[src/rtl/pipeline_ctrl.sv]
// Pipeline hazard/stall controller: decodes load-use hazards, taken branches and
// data-memory waits into register enables, bubble flushes and PC select.
module pipeline_ctrl #(
    parameter int MEM_TIMEOUT = 16,
    parameter int CNT_W       = 32
) (
    input  logic             clk,
    input  logic             srst,
    input  logic [4:0]       if_id_rs1,
    input  logic [4:0]       if_id_rs2,
    input  logic [4:0]       id_ex_rd,
    input  logic             id_ex_memread,
    input  logic             ex_mem_branch,
    input  logic             ex_mem_zero,
    input  logic             ex_mem_memop,
    input  logic             dmem_ack,
    output logic             en_pc,
    output logic             en_if_id,
    output logic             en_id_ex,
    output logic             en_ex_mem,
    output logic             en_mem_wb,
    output logic             flush_if_id,
    output logic             flush_id_ex,
    output logic             flush_ex_mem,
    output logic             pc_sel,
    output logic [1:0]       state,
    output logic             mem_err,
    output logic [CNT_W-1:0] stall_cnt,
    output logic [CNT_W-1:0] flush_cnt
);

    localparam logic [1:0] ST_RUN    = 2'd0;
    localparam logic [1:0] ST_LSTALL = 2'd1;
    localparam logic [1:0] ST_MWAIT  = 2'd2;

    localparam int              WC_W    = $clog2(MEM_TIMEOUT + 1);
    localparam logic [WC_W-1:0] WC_LAST = WC_W'(MEM_TIMEOUT - 1);

    logic [1:0]      state_reg, state_next;
    logic [WC_W-1:0] wait_reg, wait_next;
    logic            err_reg, err_next;
    logic [4:0]      en_vec;    // {pc, if_id, id_ex, ex_mem, mem_wb}
    logic [2:0]      fl_vec;    // {if_id, id_ex, ex_mem}
    logic            pc_sel_c;
    logic [1:0]      cnt_inc;   // {flush, stall}
    logic [CNT_W-1:0] cnt_reg [2];

    logic hazard, taken, mwait_req;

    assign hazard    = id_ex_memread && (id_ex_rd != 5'd0) &&
                       ((id_ex_rd == if_id_rs1) || (id_ex_rd == if_id_rs2));
    assign taken     = ex_mem_branch && ex_mem_zero;
    assign mwait_req = ex_mem_memop && !dmem_ack;

    always_comb begin
        en_vec     = 5'b11111;
        fl_vec     = 3'b000;
        pc_sel_c   = 1'b0;
        state_next = ST_RUN;
        wait_next  = wait_reg;
        err_next   = err_reg;
        cnt_inc    = 2'b00;
        if (srst) begin
            fl_vec = 3'b111;
        end else begin
            case (state_reg)
                ST_RUN, ST_LSTALL, ST_MWAIT: begin
                    if (state_reg == ST_MWAIT && !dmem_ack) begin
                        cnt_inc[0] = 1'b1;
                        if (wait_reg == WC_LAST) begin
                            // Abort: squash the stuck access and let the rest resume later
                            err_next = 1'b1;
                            en_vec   = 5'b00010;
                            fl_vec   = 3'b001;
                        end else begin
                            en_vec     = 5'b00000;
                            wait_next  = wait_reg + 1'b1;
                            state_next = ST_MWAIT;
                        end
                    end else if (mwait_req) begin
                        en_vec     = 5'b00000;
                        wait_next  = '0;
                        state_next = ST_MWAIT;
                    end else if (taken) begin
                        pc_sel_c   = 1'b1;
                        fl_vec     = 3'b111;
                        cnt_inc[1] = 1'b1;
                    end else if (hazard && state_reg != ST_LSTALL) begin
                        en_vec     = 5'b00111;
                        fl_vec     = 3'b010;
                        cnt_inc[0] = 1'b1;
                        state_next = ST_LSTALL;
                    end
                end
                default: ;
            endcase
        end
    end

    always_ff @(posedge clk) begin
        if (srst) begin
            state_reg <= ST_RUN;
            wait_reg  <= '0;
            err_reg   <= 1'b0;
        end else begin
            state_reg <= state_next;
            wait_reg  <= wait_next;
            err_reg   <= err_next;
        end
    end

    for (genvar gi = 0; gi < 2; gi++) begin : g_cnt
        always_ff @(posedge clk) begin
            if (srst) begin
                cnt_reg[gi] <= '0;
            end else if (cnt_inc[gi] && cnt_reg[gi] != {CNT_W{1'b1}}) begin
                cnt_reg[gi] <= cnt_reg[gi] + 1'b1;
            end
        end
    end

    assign {en_pc, en_if_id, en_id_ex, en_ex_mem, en_mem_wb} = en_vec;
    assign {flush_if_id, flush_id_ex, flush_ex_mem}          = fl_vec;
    assign pc_sel    = pc_sel_c;
    assign state     = state_reg;
    assign mem_err   = err_reg;
    assign stall_cnt = cnt_reg[0];
    assign flush_cnt = cnt_reg[1];

endmodule
[config.mk]
export PLATFORM = sky130hd
export DESIGN_NAME = pipeline_ctrl
export DESIGN_NICKNAME = d
export VERILOG_FILES = /design/src/rtl/pipeline_ctrl.sv
export SDC_FILE = /design/constraint.sdc
export NUM_CORES = 1
export LEC_CHECK = 0
export BUFFER_PORTS_ARGS = -buffer_cell sky130_fd_sc_hd__buf_4
export CORE_MARGIN = 4
export CORE_UTILIZATION = 45
export DETAILED_ROUTE_END_ITERATION = 6
export PLACE_DENSITY = 0.65
export SLEW_MARGIN = 20
export SYNTH_ARGS = -nofsm -noshare
export SYNTH_HDL_FRONTEND = slang
export SYNTH_SLANG_ARGS = --single-unit
[constraint.sdc]
create_clock -name clk -period 7.15 [get_ports clk]
set_input_delay 1.0725 -clock clk [delete_from_list [all_inputs] [get_ports clk]]
set_output_delay 1.0725 -clock clk [all_outputs]
set_load 0.03 [all_outputs]
== Word-level counts from Yosys, hierarchy flattened ==
Memories as Yosys holds them, arrays and structs flattened.
Cells that the tools add are included.

* Equality and inequality tests: 9
* Reductions and logical operators: 17
* $add $sub $neg: 3
* Bitwise logic cells: 3
* Mux-type cells: 44

{| class="wikitable"
|+ Operators by type and width
! cell !! number
|-
| 32-bit by 1-bit adder with 32-bit output, second input constant || 2
|-
| 32-bit two-way mux || 2
|-
| 32-bit != test, second input constant || 2
|-
| 5-bit two-way mux || 9
|-
| 1-bit two-way mux || 20
|-
| 2-bit two-way mux || 8
|-
| 3-bit two-way mux || 5
|-
| 5-bit == test || 2
|-
| 1-bit logical AND || 8
|-
| 3-bit AND reduction || 2
|-
| 5-bit by 1-bit adder with 5-bit output, second input constant || 1
|-
| 5-bit by 4-bit == test with 1-bit output, second input constant || 1
|-
| 5-bit nonzero test || 1
|-
| 3-bit OR reduction || 1
|-
| 2-bit by 1-bit == test with 1-bit output, second input constant || 1
|-
| 2-bit == test, second input constant || 1
|-
| 2-bit logical NOT || 1
|-
| 2-bit by 1-bit != test with 1-bit output, second input constant || 1
|-
| 2-bit != test, second input constant || 1
|-
| 1-bit bitwise OR || 2
|-
| 2-bit nonzero test || 1
|-
| 2-bit OR reduction || 1
|-
| 1-bit logical NOT || 1
|-
| 1-bit logical OR || 1
|-
| 1-bit NOT || 1
|}

* Flip-flop bits (word level): 8
* Logic and storage cells: 80
* RAM bits: 64
* Bits of input ports: 22
* Output and inout port bits: 76
* Memories: 1

{| class="wikitable"
|+ Memories
! memory !! depth !! bits a word !! read ports !! clocked after Yosys merged registers in !! wr ports !! line !! source
|-
| cnt_reg || 2 || 32 || 2 || 0 || 2 || 46 || <nowiki>logic [CNT_W-1:0] cnt_reg [2];</nowiki>
|}

== Longest topological paths before layout ==
* Word-level depth: 15
* Mapped depth: 8
* Gate-level depth less buffers: 8

== Worst setup path before layout ==
Ideal clock, no wire load.

* Path kind: input to register
* From: input id_ex_rd[4]
* To: memory cnt_reg[0][0] (enable)
* Setup time: 0.428 ns
* Arrival: 3.481 ns
* Setup slack: 3.241 ns
* Buffers on the path: 1
* Required time: 6.722 ns
* Stages: 6
* Cell sequence: xnor2_1 nand3_1 o22ai_1 a31oi_1 clkbuf_1 o21bai_1

{| class="wikitable"
|+ RTL lines
! what !! line !! source
|-
| from (decl) || 11 || <nowiki>input logic [4:0] id_ex_rd,</nowiki>
|-
| to (decl) || 46 ||
|}

== Worst setup path after layout ==
* From: register wait_reg[0]
* To: output en_ex_mem

* Cells in the longest elaborated chain, start to end: 5

{| class="wikitable"
|+ Ends and longest elaborated chain
! what !! line !! source
|-
| from (decl) || 40 || <nowiki>logic [WC_W-1:0] wait_reg, wait_next;</nowiki>
|-
| from (signal assigned) || 107 || <nowiki>wait_reg <= wait_next;</nowiki>
|-
| 5-bit by 4-bit == test with 1-bit output || 70 || <nowiki>if (wait_reg == WC_LAST) begin</nowiki>
|-
| 2-bit two-way mux || 70 ||
|-
| 5-bit two-way mux || 68 || <nowiki>if (state_reg == ST_MWAIT && !dmem_ack) begin</nowiki>
|-
| 5-bit two-way mux || 66 || <nowiki>case (state_reg)</nowiki>
|-
| 5-bit two-way mux || 63 || <nowiki>if (srst) begin</nowiki>
|-
| to (decl) || 20 || <nowiki>output logic en_ex_mem,</nowiki>
|}

No other way between the ends.

==> results_tabular.tex <==
\begin{tabular}{lr}
\hline
Metric & Value \\
\hline
\multicolumn{2}{l}{\textbf{Run status}} \\
Run status & finished, final reports clean \\
\multicolumn{2}{l}{\textbf{STA}} \\
Hold Worst Slack & 0.4884 ns \\
Max Fclk & approximately 0.28 GHz \\
Worst clock skew on the final layout & between 0.01 and 0.015 ns \\
Transition time at the pin with the least slew margin & between 0.6 and 0.7 ns \\
Number of setup violations in the final report & 0 \\
Accumulated negative setup slack & 0 ns \\
Unrepaired setup endpoints after global routing & no \\
Headroom to the max-slew limit & around 53\% \\
Setup slack of the critical path after layout & about 3.6 ns \\
Final cycle utilization of the critical path & around half \\
Shortest period the worst path allows & around 3.6 ns \\
Hold Vio Cnt, Final & 0 \\
Number of max-slew violations in the final report & 0 \\
\multicolumn{2}{l}{\textbf{Cells and area}} \\
Share of the core filled with cells & about three fifths \\
Final-layout fill cell count & 788 \\
Count of nets after finishing & about 520 \\
Synth-to-Final Area Change & 25.22\% \\
Ratio of cells with drive above 1 in the final layout & 25.65\% \\
Multi-input logic area & 1934 sq um \\
Number of flip-flops in the largest register & 64 \\
Register area & $\sim$2100 sq um \\
Inserted Diodes & 0 \\
Non-filler cells, final & slightly above 600 \\
\multicolumn{2}{l}{\textbf{Route}} \\
Residual DRC & 0 \\
Via count & 3342 \\
Length of the first detailed-routing pass in iterations & 4 \\
Count of routing violations after the opening detailed-route iteration & around 110 \\
Via density per instance & 5.470 \\
Final routed wire length divided by cell count & 15.59 microns \\
Post-detailed-routing wire length & 9525 microns \\
Post-route ant nets & 0 \\
\multicolumn{2}{l}{\textbf{Critical path}} \\
Register-to-register setup slack & 4.13 ns \\
Crit path launch type & flop \\
Cells on worst reg2reg path & 7 \\
Data arrival time at the worst-slack endpoint & between 2 and 3 ns \\
Worst-path maximum fanout & 6 \\
Source of the critical timing path & wait\_reg[0]\$\_SDFFE\_PP0P\_ \\
Reg-to-Reg Start & cnt\_reg[0][0]\$\_SDFFCE\_PN0P\_ \\
Data required time at the worst endpoint & about 6.1 ns \\
Critical path start-end classification & flop to primary output \\
R2R Path End & cnt\_reg[0][16]\$\_SDFFCE\_PN0P\_ \\
Endpoint class of the critical path & primary output \\
\multicolumn{2}{l}{\textbf{Global routing}} \\
Initial antenna violation count & 0 \\
Pin count of the biggest net entering global routing & 34 \\
Global-route total usage across every layer & $\sim$18\% \\
Overflow left after global routing & 0 \\
First-pass GRT wire length & roughly 16000 microns \\
Via count of the first global-routing pass & between 3000 and 4000 \\
\multicolumn{2}{l}{\textbf{Worst hold path}} \\
Tightest Hold Check Type & flop to flop \\
Instance count along the most critical hold path & 2 \\
Worst Hold End & mem\_err\$\_SDFFE\_PP0P\_ \\
Startpoint of the tightest hold check path & mem\_err\$\_SDFFE\_PP0P\_ \\
\multicolumn{2}{l}{\textbf{Job}} \\
Reported max-cap violation count & 0 \\
\multicolumn{2}{l}{\textbf{CTS}} \\
Number of buffers added for setup after CTS & 0 \\
Max Root-Sink Buffers & 2 \\
Number of buffers added to fix hold violations after cts & 0 \\
Cell chosen for the clock root & sky130\_fd\_sc\_hd\_\_clkbuf\_8 \\
Number of clock buffers inserted by TritonCTS & 9 \\
TritonCTS clock tree & yes \\
Insertion delay of the later-clocked pin in the worst-skew pair & 0.35 ns \\
Clock net sink count & 72 \\
H-tree level count & 3 \\
CTS clock-pin slew for the worst setup and hold paths & 0.07 ns \\
Post-CTS sizing & 0 \\
\multicolumn{2}{l}{\textbf{Power}} \\
Highest ir drop seen on vdd & approximately 0.10 mV \\
Proportion of power drawn by combinational gates & 14.6\% \\
Pwr/cell area & 201.4 nW/um\^{}2 \\
Switching power summed over all nets & about 0.28 mW \\
Sw Share & 26.62\% \\
Part of the total power dissipated in sequential elements & roughly half \\
Portion of total power attributed to the clock network & a little under two fifths \\
P\_int & roughly 0.77 mW \\
Leakage component of the power & between 1.5 and 2 nW \\
\multicolumn{2}{l}{\textbf{Yosys}} \\
YS warnings & 0 \\
Post-synthesis sequential element count & 72 \\
Post-Syn Instances & 402 \\
Cell area after technology mapping & 4138 sq um \\
Number of enable flip-flop cells after synthesis & 64 \\
Most used DFF post-synth & sky130\_fd\_sc\_hd\_\_edfxtp\_1 \\
Library cell with the highest instance count after synthesis & sky130\_fd\_sc\_hd\_\_edfxtp\_1 \\
Post-synthesis cell type count & 47 \\
Leading post-synthesis cells by instance count & sky130\_fd\_sc\_hd\_\_edfxtp\_1, sky130\_fd\_sc\_hd\_\_nor2\_1, sky130\_fd\_sc\_hd\_\_nor3\_1, sky130\_fd\_sc\_hd\_\_xnor2\_1, sky130\_fd\_sc\_hd\_\_xor2\_1 \\
Share of async-settable or async-resettable flops after synthesis & 0\% \\
Mean instance size in the synthesized netlist & $\sim$10 sq um \\
Syn nets & between 400 and 500 \\
Largest area contributor in the synthesized netlist & sky130\_fd\_sc\_hd\_\_edfxtp\_1 \\
Seq/Total Area, Yosys & slightly above 50\% \\
Share of the synthesized area in the top cell type & between 40\% and 50\% \\
Area contributors post-synth & sky130\_fd\_sc\_hd\_\_edfxtp\_1, sky130\_fd\_sc\_hd\_\_xnor2\_1, sky130\_fd\_sc\_hd\_\_xor2\_1, sky130\_fd\_sc\_hd\_\_nor3\_1, sky130\_fd\_sc\_hd\_\_nor2\_1 \\
\multicolumn{2}{l}{\textbf{Place}} \\
Placement-stage worst setup slack & $\sim$3.6 ns \\
HPWL after detailed placement & 6527 microns \\
Count of placed standard cells including taps & a little under 600 \\
IO buf count & 97 \\
Weighted congestion at the end of routability-driven global placement & $\sim$0.81 \\
\multicolumn{2}{l}{\textbf{Floorplan}} \\
Area of the core & a little under 9000 sq um \\
Vertical die dimension & 103.9 microns \\
Top Ports & between 90 and 100 \\
Site Rows & 34 \\
Initial core utilization & between 40\% and 50\% \\
Die extent in x & about 100 microns \\
Die Footprint & $\sim$11000 sq um \\
\hline
\end{tabular}
critical path: stages (launching register included):
cell and delay, ns:
sky130_fd_sc_hd__dfxtp_1 0.35, sky130_fd_sc_hd__ha_1 0.22, sky130_fd_sc_hd__and3_1 0.18, sky130_fd_sc_hd__ha_1 0.23, sky130_fd_sc_hd__or3b_2 0.47, sky130_fd_sc_hd__a21oi_2 0.29
sky130_fd_sc_hd__nor2b_1 0.21, sky130_fd_sc_hd__inv_1 0.06, sky130_fd_sc_hd__buf_4 0.16
final cells by class:
class                      instances  area share [%]
clock buffer                       9           2.391
multi-input combinational        304           37.33
inverter                          10          0.7245
tap                              108           2.608
sequential                        72           40.18
clock inverter                     7           2.125
timing repair buffer             101           14.63
how the worst max path moves through the flow:
stage | to | slack [ns]
global route | en_ex_mem | 3.41
floorplan | cnt_reg[0][0]$_SDFFCE_PN0P_ | 3.24
finish | en_ex_mem | 3.56
global placement | en_pc | 3.67
CTS | en_ex_mem | 3.54
detailed placement | en_pc | 3.63
cell usage in the layout, fill, tap and decap left out, types with 9 or more instances in the layout:
cell                       Yosys  routed
sky130_fd_sc_hd__buf_4         2     101
sky130_fd_sc_hd__clkbuf_8      0       9
sky130_fd_sc_hd__edfxtp_1     64      64
sky130_fd_sc_hd__inv_1        10      10
sky130_fd_sc_hd__nand2_1      32      32
sky130_fd_sc_hd__nand3_1      26      26
sky130_fd_sc_hd__nand4_1      14      14
sky130_fd_sc_hd__nor2_1       43      43
sky130_fd_sc_hd__nor3_1       39      39
sky130_fd_sc_hd__nor4_1        9       9
sky130_fd_sc_hd__o21ai_0       9       9
sky130_fd_sc_hd__xnor2_1      34      34
sky130_fd_sc_hd__xor2_1       33      33
per-stage QoR:
stage / power [mW] / area (sq um)
after floorplan: 0.6081 / 4138
after global placement: 0.6671 / 4947
after detailed placement: 0.6687 / 4947
after CTS: 1.053 / 5181
after global routing: 1.082 / 5181
final: 1.044 / 5181
per-layer routing:
layer	up-vias	track usage [%]	routed length, microns
li1	1650	-	-
met4	0	5.128	36
met3	2	3.476	372
met5	-	0	0
met1	1624	22.79	4424
met2	66	30.13	4692
power groups by stage:
stage          registers, mW  clock network, mW  logic (mW)
6_report               0.506              0.385       0.153
5_1_grt                0.510              0.409       0.163
4_1_cts                0.506              0.393       0.154
3_5_place_dp           0.515                  0       0.153
3_3_place_gp           0.515                  0       0.152
2_1_floorplan          0.549                  0      0.0595
cells by family (layout without fill, tap and decap cells):
family / Yosys count / count (layout) / synth area share (%)
flip-flops: 72 / 72 / 50.32
adder cells (fa/ha/maj): 4 / 4 / 1.210
XOR/XNOR: 67 / 67 / 14.18
multiplexers: 1 / 1 / 0.2419
AO/OA/AOI/OAI: 28 / 28 / 4.143
AND/OR/NAND/NOR: 204 / 204 / 26.64
buffers and inverters: 26 / 127 / 3.266
Note: power is estimated with default switching activity, not from simulation.
